$ cat config.mk
export PLATFORM = sky130hd
export DESIGN_NAME = hazard_forward_ctrl
export DESIGN_NICKNAME = d
export VERILOG_FILES = /design/src/rtl/hazard_forward_ctrl_pkg.sv /design/src/rtl/hazard_forward_ctrl_fwd_select.sv /design/src/rtl/hazard_forward_ctrl.sv
export SDC_FILE = /design/constraint.sdc
export NUM_CORES = 1
export LEC_CHECK = 0
export ABC_CLOCK_PERIOD_IN_PS = 2500
export CAP_MARGIN = 20
export CORE_MARGIN = 1.5
export CORE_UTILIZATION = 45
export CTS_CLUSTER_SIZE = 20
export DETAILED_ROUTE_END_ITERATION = 10
export GPL_TIMING_DRIVEN = 0
export HOLD_SLACK_MARGIN = 0.15
export PLACE_DENSITY_LB_ADDON = 0.15
export SLEW_MARGIN = 20
export SYNTH_ARGS = -nofsm -noshare
export SYNTH_HDL_FRONTEND = slang
export SYNTH_SLANG_ARGS = --single-unit
$ cat constraint.sdc
create_clock -name clk -period 2.5 [get_ports clk]
set_input_delay 0.375 -clock clk [delete_from_list [all_inputs] [get_ports clk]]
set_output_delay 0.375 -clock clk [all_outputs]
set_load 0.1 [all_outputs]
$ cat src/rtl/hazard_forward_ctrl_pkg.sv
// Shared types and constants for the hazard/forwarding controller.
// Holds the forward-select codes, the register-address width and the slot record.
package hazard_forward_ctrl_pkg;

    localparam int REG_AW = 5;

    localparam logic [1:0] FWD_REG = 2'b00;
    localparam logic [1:0] FWD_WB  = 2'b01;
    localparam logic [1:0] FWD_MEM = 2'b10;

    // Destination tracking record for one pipeline slot.
    typedef struct packed {
        logic [REG_AW-1:0] rd;
        logic              wr;
        logic              ld;
    } slot_t;

    // A slot produces src when it writes that register and src is not $0.
    function automatic logic slot_match(
        input logic [REG_AW-1:0] src,
        input slot_t             s
    );
        return s.wr && (s.rd == src) && (src != '0);
    endfunction

endpackage

$ cat src/rtl/hazard_forward_ctrl_fwd_select.sv
// Combinational forward-select for one ALU operand.
// Ports: i_src/i_use (source reg), i_ex/i_mem (slots), o_code (2-bit select).
module hazard_forward_ctrl_fwd_select
    import hazard_forward_ctrl_pkg::*;
(
    input  logic [REG_AW-1:0] i_src,
    input  logic              i_use,
    input  slot_t             i_ex,
    input  slot_t             i_mem,
    output logic [1:0]        o_code
);

    logic w_ex_hit;
    logic w_mem_hit;

    // A load in EX cannot forward from EX/MEM; the stall covers that case.
    assign w_ex_hit  = slot_match(i_src, i_ex) && !i_ex.ld;
    assign w_mem_hit = slot_match(i_src, i_mem);

    always_comb begin
        o_code = FWD_REG;
        if (i_use) begin
            // Newer producer (EX) takes priority over MEM.
            if (w_ex_hit) begin
                o_code = FWD_MEM;
            end else if (w_mem_hit) begin
                o_code = FWD_WB;
            end
        end
    end

endmodule

$ cat src/rtl/hazard_forward_ctrl.sv
// Hazard detection and EX-operand forwarding control for a 5-stage pipeline.
// Ports: clk/rst, ID-stage operand info, flush; stall, fwd_a/fwd_b, ex_bubble, stall_count.
module hazard_forward_ctrl #(
    parameter int REG_AW = hazard_forward_ctrl_pkg::REG_AW,
    parameter int CNT_W  = 16
) (
    input  logic              clk,
    input  logic              rst,
    input  logic              id_valid,
    input  logic [REG_AW-1:0] id_rs,
    input  logic [REG_AW-1:0] id_rt,
    input  logic              id_use_rs,
    input  logic              id_use_rt,
    input  logic [REG_AW-1:0] id_rd,
    input  logic              id_reg_write,
    input  logic              id_mem_read,
    input  logic              flush,
    output logic              stall,
    output logic [1:0]        fwd_a,
    output logic [1:0]        fwd_b,
    output logic              ex_bubble,
    output logic [CNT_W-1:0]  stall_count
);

    import hazard_forward_ctrl_pkg::*;

    slot_t            r_ex;
    slot_t            r_mem;
    logic [1:0]       r_fwd_a;
    logic [1:0]       r_fwd_b;
    logic             r_bubble;
    logic [CNT_W-1:0] r_stall_count;

    slot_t            w_id_slot;
    logic [1:0]       w_code_a;
    logic [1:0]       w_code_b;
    logic             w_rs_dep;
    logic             w_rt_dep;
    logic             w_stall;
    logic             w_advance;
    logic             w_cnt_full;

    assign w_id_slot = '{rd: id_rd, wr: id_reg_write, ld: id_mem_read};

    // Load in EX feeding an ID source: one bubble, then forward from WB.
    assign w_rs_dep = id_use_rs && (r_ex.rd == id_rs);
    assign w_rt_dep = id_use_rt && (r_ex.rd == id_rt);

    assign w_stall = !rst && !flush && id_valid
                   && r_ex.ld && r_ex.wr && (r_ex.rd != '0)
                   && (w_rs_dep || w_rt_dep);

    assign w_advance  = id_valid && !w_stall && !flush;
    assign w_cnt_full = (r_stall_count == {CNT_W{1'b1}});

    hazard_forward_ctrl_fwd_select u_sel_a (
        .i_src  (id_rs),
        .i_use  (id_use_rs),
        .i_ex   (r_ex),
        .i_mem  (r_mem),
        .o_code (w_code_a)
    );

    hazard_forward_ctrl_fwd_select u_sel_b (
        .i_src  (id_rt),
        .i_use  (id_use_rt),
        .i_ex   (r_ex),
        .i_mem  (r_mem),
        .o_code (w_code_b)
    );

    always_ff @(posedge clk) begin
        if (rst) begin
            r_ex          <= '0;
            r_mem         <= '0;
            r_fwd_a       <= FWD_REG;
            r_fwd_b       <= FWD_REG;
            r_bubble      <= 1'b1;
            r_stall_count <= '0;
        end else begin
            r_mem <= r_ex;
            if (w_advance) begin
                r_ex     <= w_id_slot;
                r_fwd_a  <= w_code_a;
                r_fwd_b  <= w_code_b;
                r_bubble <= 1'b0;
            end else begin
                r_ex     <= '0;
                r_fwd_a  <= FWD_REG;
                r_fwd_b  <= FWD_REG;
                r_bubble <= 1'b1;
            end
            if (w_stall && !w_cnt_full) begin
                r_stall_count <= r_stall_count + {{(CNT_W-1){1'b0}}, 1'b1};
            end
        end
    end

    assign stall       = w_stall;
    assign fwd_a       = r_fwd_a;
    assign fwd_b       = r_fwd_b;
    assign ex_bubble   = r_bubble;
    assign stall_count = r_stall_count;

endmodule

==> qor.yml, run 1 <==
synth_nets: 201
maxSlewViolCount: 0
cp-end-kind: "primary output"
place_congestion: 0.832
cts_root_buffer: "clkbuf_4"
die_w_um: 63.4
worst_pin_slew_ns: 0.970
post_drt_via_cell_ratio: 5.23
crit_path_top_delay_cell: "clkdlybuf4s50_1"
grt_pass1_vias: 1436
cts_tree: "done"
min_period_ns: 2.33
critPathKind: "register to primary output"
finalSetupViolCount: 0
cts.sinks: 34
drtIter0Drc: 89
synth_cell_types: 33
met3_usage_pct: 4.11
drt_wl_total_mm: 3.92
placed_cells: 267
drt.antenna.violating_nets: 0
numCtsBuffers: 5
remaining_drc_errors: 0
hold_viol: 0
min_delay_worst_endpoint: "fwd_b[0]"
n_antenna_cell: 0
required_ns: 2.12
mostFrequentLayoutCells: "clkdlybuf4s50_1 (43), dfxtp_1 (33), xnor2_1 (22)"
startpoint_type: "register"
die_y_um: 63.4
p_leak_nw: 0.814
reg2reg_to: "stall_count[13]"
cp_num_buf_inv: 1
fin_nets: 254
initial_utilization_pct: 48.1
ctsHtreeMaxLevel: 2
grt_first_pass_wirelength_mm: 6.82
antenna_found_initial: 0
dr.pass1.iters: 4
rr_worst_depth: 7
dpl_cell_area_um2: 2150
final_area_um2: 2250
ys_ff_latch: 34
max_stage_delay_ns: 1.17
finalCritPeriodShare_pct: 93.1
hold_slack_ns: 0.481
hold_path.class: "register to register"
busiest_layer: "met2"
ys_warn_count: 0
drive_above_1_share_pct: 10.4
ir_worst_vdd_mv: 0.289
rr_startpoint: "stall_count[1]"
fillers: 290
crit_arrival_ns: 1.95
core_area_um2: 3420
clk_pin_slew_ns: 0.11
wl_per_cell_um: 14.2
layout.cells.non_filler: 277
synth.cell_area_um2: 1640
ys_seq_area_share_pct: 41.4
die_area_um2: 4020
yosys.area.top_type: "dfxtp_1"
skew_ns: 0.0118
synth_top_cell_area_share_pct: 41.4
holdCritStartpoint: "r_mem[1]"
met1_usage_pct: 29.5
worst_slack_ns: 0.173
track_usage_pct: 21.4
synth_top_cells_by_area: "dfxtp_1 (41%), xnor2_1 (12%), nor2b_1 (5.7%), and3_1 (3.8%), nand3_1 (3.4%)"
numPortBuffers: 44
postLayoutCoreUtil_pct: 65.9
crit_chain: "clkdlybuf4s50_1"
clock.fmax_ghz: 0.430
dp_hpwl_mm: 2.94
powerDensity_nw_per_um2: 467
synth_cells: 177
grt-ovfl-total: 0
outcome: "finished, final reports clean"
path_delay_family: "buffers and inverters"
grt_use_met2_pct: 33.8
hold_depth: 1
io_pins: 45
r2r_slack_ns: 0.39
clock_latency_ns: 0.34
syn_avg_cell_area_um2: 9.28
num_rows: 21
cap_viol_max_count: 0
clock_path_buffers: 2
rsz0062_at_grt: "no"
detailroute.via_count: 1450
layout_commonest_cell: "clkdlybuf4s50_1"
cp_max_fo: 5
grt_max_degree: 12
place_ws_ns: -0.902
slew_headroom_pct: 35.1
area_growth_pct: 37.0
==> flip-flops by register name, indices dropped and copies added, names as in the netlist <==
name,cells
fwd_b,2
stall_count,16
r_mem,6
fwd_a,2
r_ex,7
ex_bubble,1
==> kinds of logic (layout without fill, tap and decap cells) <==
| kind of cell | Yosys count | after routing | synth area share [%] |
|---|---|---|---|
| flip-flops | 34 | 34 | 41.4 |
| adder cells (fa/ha/maj) | 1 | 1 | 0.761 |
| buffers and inverters | 8 | 62 | 2.36 |
| AND/OR/NAND/NOR | 92 | 92 | 32.7 |
| XOR/XNOR | 26 | 26 | 13.9 |
| AO/OA/AOI/OAI | 12 | 12 | 6.02 |
| multiplexers | 4 | 4 | 2.89 |
==> power breakdown <==
group | total, mW | internal (mW) | switching, mW
clock network | 0.395 | 0.207 | 0.187
logic | 0.105 | 0.0581 | 0.0467
registers | 0.553 | 0.547 | 0.00604
total | 1.05 | 0.812 | 0.240
==> worst max-delay path by stage <==
| stage | slack, ns | cells past startpoint | startpoint | end |
|---|---|---|---|---|
| floorplan | 0.003 | 8 | stall_count[1] | stall_count[14] |
| finish | 0.17 | 1 | stall_count[12] | stall_count[12] |
| detailed placement | -0.90 | 6 | id_rt[4] | stall |
| global placement | -0.88 | 6 | id_rt[4] | stall |
| global route | 0.10 | 1 | stall_count[12] | stall_count[12] |
| CTS | 0.05 | 6 | id_rt[4] | stall |
==> final cells by class <==
class / instances / area [µm²] / share of cell area, %
Clock buffer: 5 / 37.5 / 1.67
Buffer: 6 / 31.3 / 1.39
Sequential cell: 34 / 682 / 30.3
Timing Repair Buffer: 46 / 457 / 20.3
Multi-Input combinational cell: 135 / 938 / 41.7
Clock inverter: 3 / 40.0 / 1.78
Tap cell: 46 / 57.6 / 2.56
Inverter: 2 / 7.51 / 0.334
==> per-stage QoR <==
stage	setup TNS, ns	total power, mW
after floorplan	0	0.613
after global placement	-0.933	0.663
after detailed placement	-0.979	0.666
after CTS	0	1.06
after global routing	0	1.10
final	0	1.05
==> synth_stat cells <==
cell type	instances
nand2b_1	1
mux2i_1	1
or3_1	3
clkbuf_1	4
buf_2	1
nor3b_1	1
mux2_2	2
a21oi_1	3
nand2_1	12
and4_1	1
nor4_1	4
a311oi_2	1
and2_1	8
nor2b_1	15
o2111ai_4	1
nor4b_1	1
dfxtp_1	34
buf_6	1
nand3b_4	1
o22ai_2	1
nor3_2	1
or4_4	1
nand4_1	5
nor2_1	12
nand3_1	11
ha_1	1
and3_1	10
inv_1	2
mux2_4	1
o21ai_0	6
xor2_1	4
xnor2_1	22
or4_1	5
==> routing by layer <==
metal | routed length [µm] | vias to the layer above
met5 | 0 | -
met3 | 178 | 5
met4 | 52 | 0
li1 | - | 718
met2 | 1870 | 49
met1 | 1830 | 678
==> repair_timing <==
item                       CTS  global route
setup endpoints to repair    1             1
pin swaps                    0             1
buffers inserted             0             2
gates resized for setup      8             0
hold buffers                 0             0
Note: power is estimated with default switching activity, not from simulation.
==> inputs of run 2 (changes only) <==
--- a/config.mk
+++ b/config.mk
@@ -12,7 +12,6 @@
 export CTS_CLUSTER_SIZE = 20
 export DETAILED_ROUTE_END_ITERATION = 10
 export GPL_TIMING_DRIVEN = 0
-export HOLD_SLACK_MARGIN = 0.15
 export PLACE_DENSITY_LB_ADDON = 0.15
 export SLEW_MARGIN = 20
 export SYNTH_ARGS = -nofsm -noshare
==> results of run 2 <==
Same layout as run 1: the final DEF is identical, and so are final timing and power.
==> inputs of run 3 (changes only) <==
--- a/config.mk
+++ b/config.mk
@@ -7,12 +7,11 @@
 export LEC_CHECK = 0
 export ABC_CLOCK_PERIOD_IN_PS = 2500
 export CAP_MARGIN = 20
-export CORE_MARGIN = 1.5
 export CORE_UTILIZATION = 45
 export CTS_CLUSTER_SIZE = 20
 export DETAILED_ROUTE_END_ITERATION = 10
 export GPL_TIMING_DRIVEN = 0
-export PLACE_DENSITY_LB_ADDON = 0.15
+export PLACE_DENSITY = 0.84
 export SLEW_MARGIN = 20
 export SYNTH_ARGS = -nofsm -noshare
 export SYNTH_HDL_FRONTEND = slang
==> run 3 against run 2 <==
Net effect: register-to-register slack is essentially flat; hold slack better by 0.0015 ns; flip-flop and latch count unchanged; non-clock buffer count decreased by 1; cell count is 0.36% lower; first-iteration DRC count shrank 22%; sequential share of layout area rose by 0.32 points; die area down 3.1%; count of clock-buffer cells in the layout is 2 higher; maximum frequency fell by 0.14%; sequential power hardly changed; clock power is 19% lower; critical path type unchanged; critical endpoint is now stall_count[1]; highest routed layer unchanged.
==> qor.yml, run 3 (synthesis gave the netlist of run 1 again) <==
cts_tree: "done"
grt-ovfl-total: 0  # unchanged
n_antenna_cell: 0  # unchanged
num_rows: 21  # unchanged
outcome: "finished, final reports clean"
dp_hpwl_mm: 2.58  # -12%
crit_arrival_ns: 1.96  # about the same
crit_path_top_delay_cell: "clkdlybuf4s50_1"
place_ws_ns: -0.900  # +0.00227 ns
ir_worst_vdd_mv: 0.277  # -4.1%
reg2reg_to: "stall_count[13]"
min_delay_worst_endpoint: "fwd_b[0]"
slew_headroom_pct: 35.4  # +0.27 points
place_congestion: 0.893  # +7.4%
clock_path_buffers: 2  # unchanged
grt_pass1_vias: 1222  # -15%
io_pins: 45  # unchanged
holdCritStartpoint: "r_mem[1]"
rr_worst_depth: 7  # unchanged
finalSetupViolCount: 0  # unchanged
largest_reg_flops: 16  # unchanged
numCtsBuffers: 5  # unchanged
ctsHtreeMaxLevel: 2  # unchanged
worst_pin_slew_ns: 0.966  # -0.00409 ns
rsz0062_at_grt: "no"
fin_nets: 253  # -0.39%
startpoint_type: "register"
area_growth_pct: 35.6
cp_max_fo: 6  # +1
wl_per_cell_um: 12.8  # -9.5%
remaining_drc_errors: 0  # unchanged
dr.pass1.iters: 5  # +1
initial_utilization_pct: 48.1  # unchanged
final_area_um2: 2230  # -1.1%
drt.antenna.violating_nets: 0  # unchanged
finalSetupTns_ns: 0  # unchanged
drt_wl_total_mm: 3.53  # -9.9%
cap_viol_max_count: 0  # unchanged
crit_chain: "clkdlybuf4s50_1"
mostFrequentLayoutCells: "clkdlybuf4s50_1 (43), dfxtp_1 (33), xnor2_1 (22)"
hold_path.class: "register to register"
finalCritPeriodShare_pct: 93.2  # +0.13 points
required_ns: 2.12  # about the same
drtIter0Drc: 69  # -22%
crit_start: "stall_count[1]"
hold_viol: 0  # unchanged
layout_commonest_cell: "clkdlybuf4s50_1"
numPortBuffers: 44  # unchanged
dpl_cell_area_um2: 2150  # unchanged
path_delay_family: "buffers and inverters"
maxSlewViolCount: 0  # unchanged
hold_slack_ns: 0.482  # +0.00155 ns
die_w_um: 62.4  # -1.6%
worst_slack_ns: 0.170  # -0.00323 ns
fin_total_pwr_mw: 0.974  # -7.4%
clk_pin_slew_ns: 0.11  # about the same
die_y_um: 62.4  # -1.6%
clock_latency_ns: 0.35  # about the same
skew_ns: 0.0140  # +0.00220 ns
cts.sinks: 34  # unchanged
r2r_slack_ns: 0.40  # about the same
critPathKind: "register to primary output"
powerDensity_nw_per_um2: 437  # -6.5%
grt_max_degree: 11  # -1
cp-end-kind: "primary output"
hold_depth: 1  # unchanged
antenna_found_initial: 0  # unchanged
min_period_ns: 2.33  # +0.00323 ns
drive_above_1_share_pct: 10.0  # -0.39 points
core_area_um2: 3420  # unchanged
die_area_um2: 3900  # -3.1%
post_drt_via_cell_ratio: 5.18  # -0.95%
track_usage_pct: 18.6  # -2.7 points
detailroute.via_count: 1431  # -1.3%
p_leak_nw: 0.800  # -1.7%
max_stage_delay_ns: 1.17  # about the same
cts_root_buffer: "clkbuf_4"
cp_num_buf_inv: 1  # unchanged
grt_first_pass_wirelength_mm: 5.62  # -18%
rr_startpoint: "stall_count[1]"
clock.fmax_ghz: 0.429  # -0.14%
-- run 3: cell types whose count changed in the layout (fill, tap and decap cells not counted) --
cell and change:
clkbuf_8 +1, nor3b_1 -1, bufinv_16 -1, nor3b_2 +1, clkinv_2 -1, clkbuf_1 +1, buf_6 -1
-- run 3: how the worst max path moves through the flow --
stage	end	depth (start not counted)
2_1_floorplan	stall_count[14]	8
3_3_place_gp	stall	6
3_5_place_dp	stall	6
4_1_cts	stall	6
5_1_grt	stall_count[1]	1
6_report	stall_count[1]	1
-- run 3: where the power goes --
group	total, mW	switching, mW	internal [mW]
clock	0.318	0.182	0.136
sequential	0.553	0.00607	0.547
combinational	0.103	0.0452	0.0579
total	0.974	0.233	0.741
-- run 3: what timing repair did --
action                                  4_1_cts  5_1_grt
setup buffers                                 0        1
pin swaps                                     0        1
gates resized for setup                       7        1
endpoints found under the setup margin        1        1
hold buffers                                  0        0
-- run 3: routing by layer --
layer / vias to the layer above / wire length [µm] / track usage [%]
met4: 0 / 64 / 7.85
met3: 7 / 169 / 5.84
met1: 666 / 1690 / 24.5
met2: 41 / 1610 / 28.1
li1: 717 / - / -
met5: - / 0 / 0
-- run 3: cell type report --
type                       count  area (µm²)
multi-input combinational    135         943
buffer                         6        31.3
fill                         299        1190
clock inverter                 1        5.00
tap                           46        57.6
timing repair buffer          45         445
inverter                       2        7.51
clock buffer                   7        55.1
sequential                    34         682
-- run 3: stage by stage --
stage | std cells | util, %
3_5_place_dp | 267 | 62.9
6_report | 276 | 65.2
5_1_grt | 276 | 65.2
3_3_place_gp | 267 | 62.9
2_1_floorplan | 177 | -
4_1_cts | 275 | 64.8
